File: config.mk
export PLATFORM = sky130hd
export DESIGN_NAME = c2c_link_rx_master
export DESIGN_NICKNAME = d
export VERILOG_FILES = /design/src/rtl/c2c_link_rx_master.sv
export SDC_FILE = /design/constraint.sdc
export NUM_CORES = 1
export LEC_CHECK = 0
export ABC_AREA = 1
export CAP_MARGIN = 20
export CORE_MARGIN = 3
export CORE_UTILIZATION = 40
export DETAILED_ROUTE_END_ITERATION = 6
export DONT_BUFFER_PORTS = 1
export GPL_TIMING_DRIVEN = 1
export PLACE_DENSITY = 0.64
export RECOVER_POWER = 25
export SYNTH_ARGS = -nofsm -noshare
export SYNTH_HDL_FRONTEND = slang
export SYNTH_SLANG_ARGS = --single-unit
File: constraint.sdc
create_clock -name clock -period 3.1 [get_ports clock]
set_input_delay 0.465 -clock clock [delete_from_list [all_inputs] [get_ports clock]]
set_output_delay 0.465 -clock clock [all_outputs]
set_load 0.02 [all_outputs]
File: src/rtl/c2c_link_rx_master.sv
// rtl/c2c_link_rx_master.sv - far-side C2C link stage replaying request frames as AXI4 master transactions
//
// Purpose: consumes the 32-bit request frame stream (header, address-high,
// address-low, optional write data) and performs one AXI4 transaction at a
// time, returning read data and a single status word on the response stream.
//
// Ports:
//   clock, reset            sole clock, asynchronous active-high reset
//   io_in_*                 request frame stream (valid/ready/bits)
//   io_out_*                response frame stream (valid/ready/bits)
//   io_m_axi_aw_* / w_* / b_*   AXI4 write address, data, response channels
//   io_m_axi_ar_* / r_*         AXI4 read address, data channels
module c2c_link_rx_master #(
   parameter logic [3:0]  AXI_ID    = 4'd0,
   parameter int unsigned MAX_BEATS = 256
) (
   input  logic        clock,
   input  logic        reset,
   input  logic        io_in_valid,
   output logic        io_in_ready,
   input  logic [31:0] io_in_bits,
   output logic        io_out_valid,
   input  logic        io_out_ready,
   output logic [31:0] io_out_bits,
   output logic        io_m_axi_aw_valid,
   input  logic        io_m_axi_aw_ready,
   output logic [3:0]  io_m_axi_aw_bits_id,
   output logic [31:0] io_m_axi_aw_bits_addr,
   output logic [7:0]  io_m_axi_aw_bits_len,
   output logic [2:0]  io_m_axi_aw_bits_size,
   output logic [1:0]  io_m_axi_aw_bits_burst,
   output logic        io_m_axi_w_valid,
   input  logic        io_m_axi_w_ready,
   output logic [31:0] io_m_axi_w_bits_data,
   output logic [3:0]  io_m_axi_w_bits_strb,
   output logic        io_m_axi_w_bits_last,
   input  logic        io_m_axi_b_valid,
   output logic        io_m_axi_b_ready,
   input  logic [3:0]  io_m_axi_b_bits_id,
   input  logic [1:0]  io_m_axi_b_bits_resp,
   output logic        io_m_axi_ar_valid,
   input  logic        io_m_axi_ar_ready,
   output logic [3:0]  io_m_axi_ar_bits_id,
   output logic [31:0] io_m_axi_ar_bits_addr,
   output logic [7:0]  io_m_axi_ar_bits_len,
   output logic [2:0]  io_m_axi_ar_bits_size,
   output logic [1:0]  io_m_axi_ar_bits_burst,
   input  logic        io_m_axi_r_valid,
   output logic        io_m_axi_r_ready,
   input  logic [3:0]  io_m_axi_r_bits_id,
   input  logic [31:0] io_m_axi_r_bits_data,
   input  logic [1:0]  io_m_axi_r_bits_resp,
   input  logic        io_m_axi_r_bits_last
);

   typedef enum logic [3:0] {
      S_HDR, S_AHI, S_ALO,
      S_WR_AW, S_WR_DATA, S_WR_B,
      S_RD_AR, S_RD_DATA,
      S_DRAIN, S_STS
   } state_t;

   localparam logic [1:0]  RESP_SLVERR = 2'b10;
   localparam logic [16:0] MAX_BEATS_W = 17'(MAX_BEATS);

   state_t      state_q, state_d;
   logic        op_q, op_d;
   logic [15:0] beats_m1_q, beats_m1_d;
   logic [31:0] addr_q, addr_d;
   logic [15:0] cnt_q, cnt_d;
   logic [1:0]  resp_q, resp_d;

   logic        in_ready_c, out_valid_c, aw_valid_c, w_valid_c, b_ready_c, ar_valid_c, r_ready_c;
   logic        cnt_last, oversize;
   logic [1:0]  resp_max;
   logic [31:0] status_word;

   // Response IDs are not checked: only one transaction is ever outstanding.
   logic unused_ids;
   assign unused_ids = ^{io_m_axi_b_bits_id, io_m_axi_r_bits_id};

   assign cnt_last    = (cnt_q == beats_m1_q);
   // beats > MAX_BEATS  <=>  beats-1 >= MAX_BEATS
   assign oversize    = ({1'b0, beats_m1_q} >= MAX_BEATS_W);
   assign resp_max    = (io_m_axi_r_bits_resp > resp_q) ? io_m_axi_r_bits_resp : resp_q;
   assign status_word = {1'b1, 12'd0, resp_q, op_q, beats_m1_q};

   always_ff @(posedge clock or posedge reset) begin
      if (reset) begin
         state_q    <= S_HDR;
         op_q       <= 1'b0;
         beats_m1_q <= 16'd0;
         addr_q     <= 32'd0;
         cnt_q      <= 16'd0;
         resp_q     <= 2'b00;
      end else begin
         state_q    <= state_d;
         op_q       <= op_d;
         beats_m1_q <= beats_m1_d;
         addr_q     <= addr_d;
         cnt_q      <= cnt_d;
         resp_q     <= resp_d;
      end
   end

   always_comb begin
      state_d     = state_q;
      op_d        = op_q;
      beats_m1_d  = beats_m1_q;
      addr_d      = addr_q;
      cnt_d       = cnt_q;
      resp_d      = resp_q;
      in_ready_c  = 1'b0;
      out_valid_c = 1'b0;
      aw_valid_c  = 1'b0;
      w_valid_c   = 1'b0;
      b_ready_c   = 1'b0;
      ar_valid_c  = 1'b0;
      r_ready_c   = 1'b0;

      unique case (state_q)
         S_HDR: begin
            in_ready_c = 1'b1;
            if (io_in_valid) begin
               op_d       = io_in_bits[16];
               beats_m1_d = io_in_bits[15:0];
               state_d    = S_AHI;
            end
         end
         S_AHI: begin
            in_ready_c = 1'b1;
            if (io_in_valid) state_d = S_ALO;
         end
         S_ALO: begin
            in_ready_c = 1'b1;
            if (io_in_valid) begin
               addr_d = io_in_bits;
               if (!oversize) begin
                  state_d = op_q ? S_WR_AW : S_RD_AR;
               end else if (op_q) begin
                  state_d = S_DRAIN;
               end else begin
                  // Oversize read is refused without touching AXI.
                  resp_d  = RESP_SLVERR;
                  state_d = S_STS;
               end
            end
         end
         S_WR_AW: begin
            aw_valid_c = 1'b1;
            if (io_m_axi_aw_ready) state_d = S_WR_DATA;
         end
         S_WR_DATA: begin
            w_valid_c  = io_in_valid;
            in_ready_c = io_m_axi_w_ready;
            if (io_in_valid && io_m_axi_w_ready) begin
               if (cnt_last) state_d = S_WR_B;
               else          cnt_d   = cnt_q + 16'd1;
            end
         end
         S_WR_B: begin
            b_ready_c = 1'b1;
            if (io_m_axi_b_valid) begin
               resp_d  = io_m_axi_b_bits_resp;
               state_d = S_STS;
            end
         end
         S_RD_AR: begin
            ar_valid_c = 1'b1;
            if (io_m_axi_ar_ready) state_d = S_RD_DATA;
         end
         S_RD_DATA: begin
            out_valid_c = io_m_axi_r_valid;
            r_ready_c   = io_out_ready;
            if (io_m_axi_r_valid && io_out_ready) begin
               // A misplaced r_last marks the burst as a slave error.
               resp_d = (io_m_axi_r_bits_last != cnt_last) ? RESP_SLVERR : resp_max;
               if (cnt_last) state_d = S_STS;
               else          cnt_d   = cnt_q + 16'd1;
            end
         end
         S_DRAIN: begin
            in_ready_c = 1'b1;
            if (io_in_valid) begin
               if (cnt_last) begin
                  resp_d  = RESP_SLVERR;
                  state_d = S_STS;
               end else begin
                  cnt_d = cnt_q + 16'd1;
               end
            end
         end
         S_STS: begin
            out_valid_c = 1'b1;
            if (io_out_ready) begin
               cnt_d   = 16'd0;
               resp_d  = 2'b00;
               state_d = S_HDR;
            end
         end
         default: state_d = S_HDR;
      endcase
   end

   // Handshake outputs are forced low for the whole reset pulse, not just
   // after the next edge, so a mid-transaction reset drops them immediately.
   assign io_in_ready       = in_ready_c  & ~reset;
   assign io_out_valid      = out_valid_c & ~reset;
   assign io_m_axi_aw_valid = aw_valid_c  & ~reset;
   assign io_m_axi_w_valid  = w_valid_c   & ~reset;
   assign io_m_axi_b_ready  = b_ready_c   & ~reset;
   assign io_m_axi_ar_valid = ar_valid_c  & ~reset;
   assign io_m_axi_r_ready  = r_ready_c   & ~reset;

   assign io_out_bits = (state_q == S_RD_DATA) ? io_m_axi_r_bits_data : status_word;

   assign io_m_axi_aw_bits_id    = AXI_ID;
   assign io_m_axi_aw_bits_addr  = addr_q;
   assign io_m_axi_aw_bits_len   = beats_m1_q[7:0];
   assign io_m_axi_aw_bits_size  = 3'b010;
   assign io_m_axi_aw_bits_burst = 2'b01;

   assign io_m_axi_w_bits_data = io_in_bits;
   assign io_m_axi_w_bits_strb = 4'hF;
   assign io_m_axi_w_bits_last = (state_q == S_WR_DATA) && cnt_last;

   assign io_m_axi_ar_bits_id    = AXI_ID;
   assign io_m_axi_ar_bits_addr  = addr_q;
   assign io_m_axi_ar_bits_len   = beats_m1_q[7:0];
   assign io_m_axi_ar_bits_size  = 3'b010;
   assign io_m_axi_ar_bits_burst = 2'b01;

endmodule

==> results.md, run 1 <==
- Status: finished, violations left
- Failing checks: max-capacitance violations, max-slew violations
- Fraction of registers with async set/reset: 100.0%
- Final Hold Fails: 0
- Leakage Power: 2.400 nW
- Largest delay share family, worst path: simple AND/OR/NAND/NOR gates
- Max Root-Sink Buffers: 2
- MaxCap Viol Count: 1
- First-pass GRT wire length: 17.28 mm
- HP Class: in2reg
- Sequential share of power: 45.9%
- Fin crit share: 82.27%
- Leading area contributor after synthesis: dfrtp_1
- Clock Power Share: 20.6%
- Share of the synthesized area in the top cell type: 35.93%
- Clk slew on worst S/H paths: 60 ps
- Post-synth EDFFs: 0
- Buf/Inv on CP: 1
- Count of pins over their slew limit: 72
- FP Rows: 39
- CTS Sinks: 71
- Footprint of the multi-input gates: 0.002054 sq mm
- Layout cell share with drive strength beyond 1: 10.96%
- Drt via density: 4.905
- Setup Viol. Count Final: 0
- Top cells by area, synth: dfrtp_1 (36%), buf_4 (15%), nand2_1 (13%)
- Most frequent cells in the layout: nand2_1 (167), inv_1 (77), dfrtp_1 (71)
- Core area: 0.01176 sq mm
- Max Freq: 0.3921 GHz
- I/O Buffers: 0
- Synth unique cells: 36
- Post-layout nets: 678
- Critical path type: reg2out
- DIE HEIGHT: 117.2 um
- Post-CTS Resized: 0
- Starting Density: 42.05%
- Post-Route Setup TNS: 0 ps
- Vias in the first global route: 3461
- # DRC: 0
- CP max-delay cell: dfrtp_1
- P_sw: 2.738 mW
- H-tree depth: 3
- Dpl ws: 844.7 ps
- Placed Instances: 741
- Startpoint Class: register
- Mapped Avg Cell Area: 7.347 sq um
- Pwr Total: 5.398 mW
- Post-Synthesis Cells: 673
- Peak supply drop: 0.6148 mV
- Worst path required time: 2630 ps
- Antenna violations before repair: 0
- Die area: 0.01373 sq mm
- Internal Pwr Total: 2.660 mW
- Placement Cell Area: 0.004394 sq mm
- PwrDens: 1143 mW/mm^2
- # diodes: 0
- Crit path cell chain: inv_1 > nand2_1 > nand2_1 > nor2_1 > nand2_1 > nor2_1 > nand2_1 > nor2_1
- CP Capture Type: output pin
- Relative slew slack: -15.88%
- Die Wd: 117.2 um
- Slew @ Worst Pin: 1738 ps
- Max Fanout on Critical Path: 5
- Postcts setup bufs: 0
- CTS tree: yes
- Fillers: 1192
- Worst Skew: 9.797 ps
- Max incr delay on CP: 640 ps
- DR WL/cell: 14.65 um
- Area growth syn-to-layout: -4.479%
- Minimum clock period: 2550 ps
- GRT Overall Usage: 16.13%
- Post-detail-place hpwl: 8.684 mm
- Cts bufs inserted: 9
- Worst Path Arrival: 2090 ps
- Synthesis warning total: 0
- Initial DRC count: 114
- GPL Wtd Cong: 0.9246
- I/O pins: 260
- Antenna viol nets, final: 0
- Vias after detailed routing: 3713
- Commonest non-fill, non-tap cell in the layout: nand2_1
- Final non-filler cell area: 0.004723 sq mm
- Sw Share: 50.72%
- Root buf cell: clkbuf_16
- Ys flop type: dfrtp_1
- Hold_buf cts: 0
- Final setup margin: 549.5 ps
- Aggregate global routing overflow: 0
- RSZ-0062 raised after global routing: no
- Largest net degree at the start of global routing: 72
- Gate power share: 33.5%
- Reg area: 0.001777 sq mm
- Worst Hold Margin: 284.1 ps
- DRT Wirelength: 11.09 mm
- Post-synthesis sequential area ratio: 35.93%
- Final core utilization: 40.16%
- Critical path's most frequent cell: nand2_1
- Mapped Area: 0.004945 sq mm
- Clk_lat worst skew: 330 ps
- Drt pass-1 iters: 4
- Post-Layout Cell Count: 757
- Seq cells post-synth: 71
-- final cells by class --
type,count,area share [%]
Clock buffer,10,5.060
Clock inverter,6,1.960
Inverter,87,6.940
Multi-Input combinational cell,415,43.50
Tap cell,164,4.344
Timing Repair Buffer,4,0.5828
Sequential cell,71,37.62
-- logic make-up after synthesis --
logic type | share of synthesized area [%]
XOR/XNOR | 2.125
AO/OA/AOI/OAI | 9.615
buffers and inverters | 24.09
flip-flops | 35.93
AND/OR/NAND/NOR | 23.66
multiplexers | 3.416
adder cells (fa/ha/maj) | 1.012
other | 0.1519
-- synthesized netlist by cell type, types with 9 or more instances --
cell / count
o21ai_0: 61
nor3_1: 10
mux2_2: 15
buf_4: 102
dfrtp_1: 71
xor2_1: 12
nor2_1: 50
inv_1: 78
clkbuf_1: 10
nand3_1: 29
inv_2: 9
nand2_1: 167
-- worst paths after layout --
check / start / slack [ps] / end / cells after the start
max: beats_m1_q[1]$_DFFE_PP0P_ / 550 / io_m_axi_w_bits_last / 8
min: io_in_bits[18] / 280 / io_m_axi_ar_bits_addr[18]$_DFFE_PP0P_ / 1
max reg2reg: state_q[0]$_DFFE_PP0P_ / 830 / cnt_q[13]$_DFFE_PP0P_ / 8
min reg2reg: resp_q[1]$_DFFE_PP0P_ / 480 / resp_q[1]$_DFFE_PP0P_ / 2
max in group asynchronous: reset / 1400 / cnt_q[10]$_DFFE_PP0P_ / 2
min in group asynchronous: reset / 660 / resp_q[1]$_DFFE_PP0P_ / 2
-- layer usage --
| metal | global-route usage, % | part of all wire (%) | routed length, um | vias up |
|---|---|---|---|---|
| met5 | 0 | 0 | 0 | - |
| met4 | 7.569 | 2.6 | 291 | 0 |
| met3 | 2.674 | 7.3 | 811 | 19 |
| met2 | 27.00 | 48 | 5353 | 192 |
| met1 | 20.30 | 42 | 4632 | 1680 |
| li1 | - | - | - | 1822 |
-- power by group through the flow --
stage	registers (mW)	clock network [mW]	logic, mW
2_1_floorplan	1.93	0	2.48
3_3_place_gp	2.48	0	1.79
3_5_place_dp	2.49	0	1.83
4_1_cts	2.48	1.15	1.83
5_1_grt	2.56	1.18	2.11
6_report	2.48	1.11	1.81
-- worst register-to-register path, stage by stage (launching register included) --
cell and delay (ps):
dfrtp_1 520, inv_1 160, nor2_4 170, nand2_2 190, inv_1 360, o21ai_2 150, inv_2 400, nand3_1 160
o21ai_2 90
-- sequential cells by signal, summed over array words and instances (netlist names) --
| signal | cells |
|---|---|
| io_m_axi_ar_bits_addr | 32 |
| beats_m1_q | 16 |
| cnt_q | 16 |
| state_q | 4 |
| resp_q | 2 |
| op_q | 1 |
(Power assumes the default switching activity.)
==> run 2: changes to the inputs <==
clock period = 2.5 ns   (was 3.1 ns; I/O delays follow)
==> run 2 against run 1 <==
The run still ends with max-capacitance violations, max-slew violations left. Setup slack got worse by 350 ps. Global-route usage increased by 0.54 points. Critical path depth decreased by 3. Critical endpoint is now io_out_bits[16].
==> results.md, run 2 (same netlist as run 1, synthesis figures left out) <==
- Status: finished, violations left
- Failing checks: max-capacitance violations, max-slew violations
- Leakage Power: 2.531 nW
- Aggregate global routing overflow: 0
- Flop-to-flop setup slack: 360 ps
- RSZ-0062 raised after global routing: no
- Drt via density: 4.945
- Largest register FFs: 32
- Layout cell share with drive strength beyond 1: 14.72%
- Clk slew on worst S/H paths: 60 ps
- Crit path cell chain: inv_1 > nand2_1 > nor2_2 > buf_4 > o21ai_0
- CTS Sinks: 71
- Internal Pwr Total: 3.518 mW
- Worst Skew: 5.143 ps
- Worst Hold Margin: 190.9 ps
- Clock Power Share: 19.9%
- Post-Route Setup TNS: 0 ps
- CP Capture Type: output pin
- Area growth syn-to-layout: -0.6579%
- Startpoint Class: register
- # DRC: 0
- Post-detail-place hpwl: 8.961 mm
- Sequential share of power: 40.9%
- I/O Buffers: 0
- Minimum clock period: 2298 ps
- Most frequent cells in the layout: nand2_1 (167), inv_1 (77), dfrtp_1 (71)
- Core area: 0.01176 sq mm
- Dpl ws: 383.7 ps
- Postcts setup bufs: 0
- Largest delay share family, worst path: compound AO/OA/AOI/OAI gates
- MaxCap Viol Count: 1
- CTS tree: yes
- First-pass GRT wire length: 17.60 mm
- Starting Density: 42.05%
- Max incr delay on CP: 590 ps
- Max Root-Sink Buffers: 2
- I/O pins: 260
- Max Fanout on Critical Path: 38
- Slew @ Worst Pin: 1747 ps
- Fin crit share: 91.92%
- Post-layout nets: 703
- Buf/Inv on CP: 2
- P_sw: 3.486 mW
- Worst Path Arrival: 1920 ps
- Cts bufs inserted: 9
- Commonest non-fill, non-tap cell in the layout: nand2_1
- Antenna violations before repair: 0
- Setup Viol. Count Final: 0
- Final Hold Fails: 0
- Peak supply drop: 0.6340 mV
- Antenna viol nets, final: 0
- CP max-delay cell: o21ai_0
- Count of pins over their slew limit: 72
- GRT Overall Usage: 16.67%
- Drt pass-1 iters: 4
- Clk_lat worst skew: 330 ps
- Vias after detailed routing: 3867
- Largest net degree at the start of global routing: 72
- Gate power share: 39.2%
- Post-CTS Resized: 0
- PwrDens: 1426 mW/mm^2
- Die Wd: 117.2 um
- # diodes: 0
- Die area: 0.01373 sq mm
- Vias in the first global route: 3575
- Hold_buf cts: 0
- Final setup margin: 202.1 ps
- HP Class: in2reg
- Root buf cell: clkbuf_16
- FP Rows: 39
- Initial DRC count: 213
- Sw Share: 49.77%
- GPL Wtd Cong: 0.9313
- Max Freq: 0.4352 GHz
- DRT Wirelength: 11.59 mm
- DIE HEIGHT: 117.2 um
- Worst path required time: 2120 ps
- H-tree depth: 3
- DR WL/cell: 14.82 um
- Critical path type: reg2out
- Relative slew slack: -16.48%
## run 2: per-stage QoR
stage	util (%)	instance area, sq um	std cells	total power, mW
after floorplan	-	5024	693	5.469
after global placement	38.98	4584	766	5.569
after detailed placement	38.98	4584	766	5.639
after CTS	41.78	4913	782	7.069
after global routing	41.77	4912	782	7.567
final	41.77	4912	782	7.003
## run 2: power by group through the flow
stage / combinational, mW / sequential (mW) / clock, mW
floorplan: 3.08 / 2.39 / 0
global placement: 2.70 / 2.87 / 0
detailed placement: 2.76 / 2.88 / 0
CTS: 2.77 / 2.87 / 1.43
global route: 3.12 / 2.96 / 1.48
finish: 2.74 / 2.87 / 1.40
## run 2: final timing paths
kind,start,to,cells past startpoint
max in group asynchronous,reset,io_m_axi_ar_bits_addr[6]$_DFFE_PP0P_,2
setup / recovery,state_q[3]$_DFFE_PP0P_,io_out_bits[16],5
min in group asynchronous,reset,io_m_axi_ar_bits_addr[19]$_DFFE_PP0P_,2
setup reg to reg,state_q[1]$_DFFE_PP0P_,cnt_q[14]$_DFFE_PP0P_,10
hold reg to reg,beats_m1_q[9]$_DFFE_PP0P_,beats_m1_q[9]$_DFFE_PP0P_,2
hold / removal,io_in_bits[29],io_m_axi_ar_bits_addr[29]$_DFFE_PP0P_,1
## run 2: cell type report
cell class	count	area (sq um)
flip-flops and latches	71	1777
fillers	1210	6848
inverters	87	327.8
multi-input cells	415	2058
clock inverters	7	103.9
clock buffers	9	225.2
repair buffers	29	215.2
well taps	164	205.2
## run 2: worst reg2reg max path: stages, from the launching register on
cell and delay [ps]:
dfrtp_1 540, nand2_2 150, inv_1 120, nand2_4 140, nand2_1 150, a21oi_1 60, nor3_2 170, o21ai_2 120
inv_2 390, nand3_1 160, o21ai_2 80
## run 2: layer usage
metal  vias up  GRT usage, %  wire [um]
li1       1857             -          -
met3        14         3.548        881
met2       193         27.79       5696
met4         0         6.346        189
met1      1803         21.22       4825
met5         -             0          0
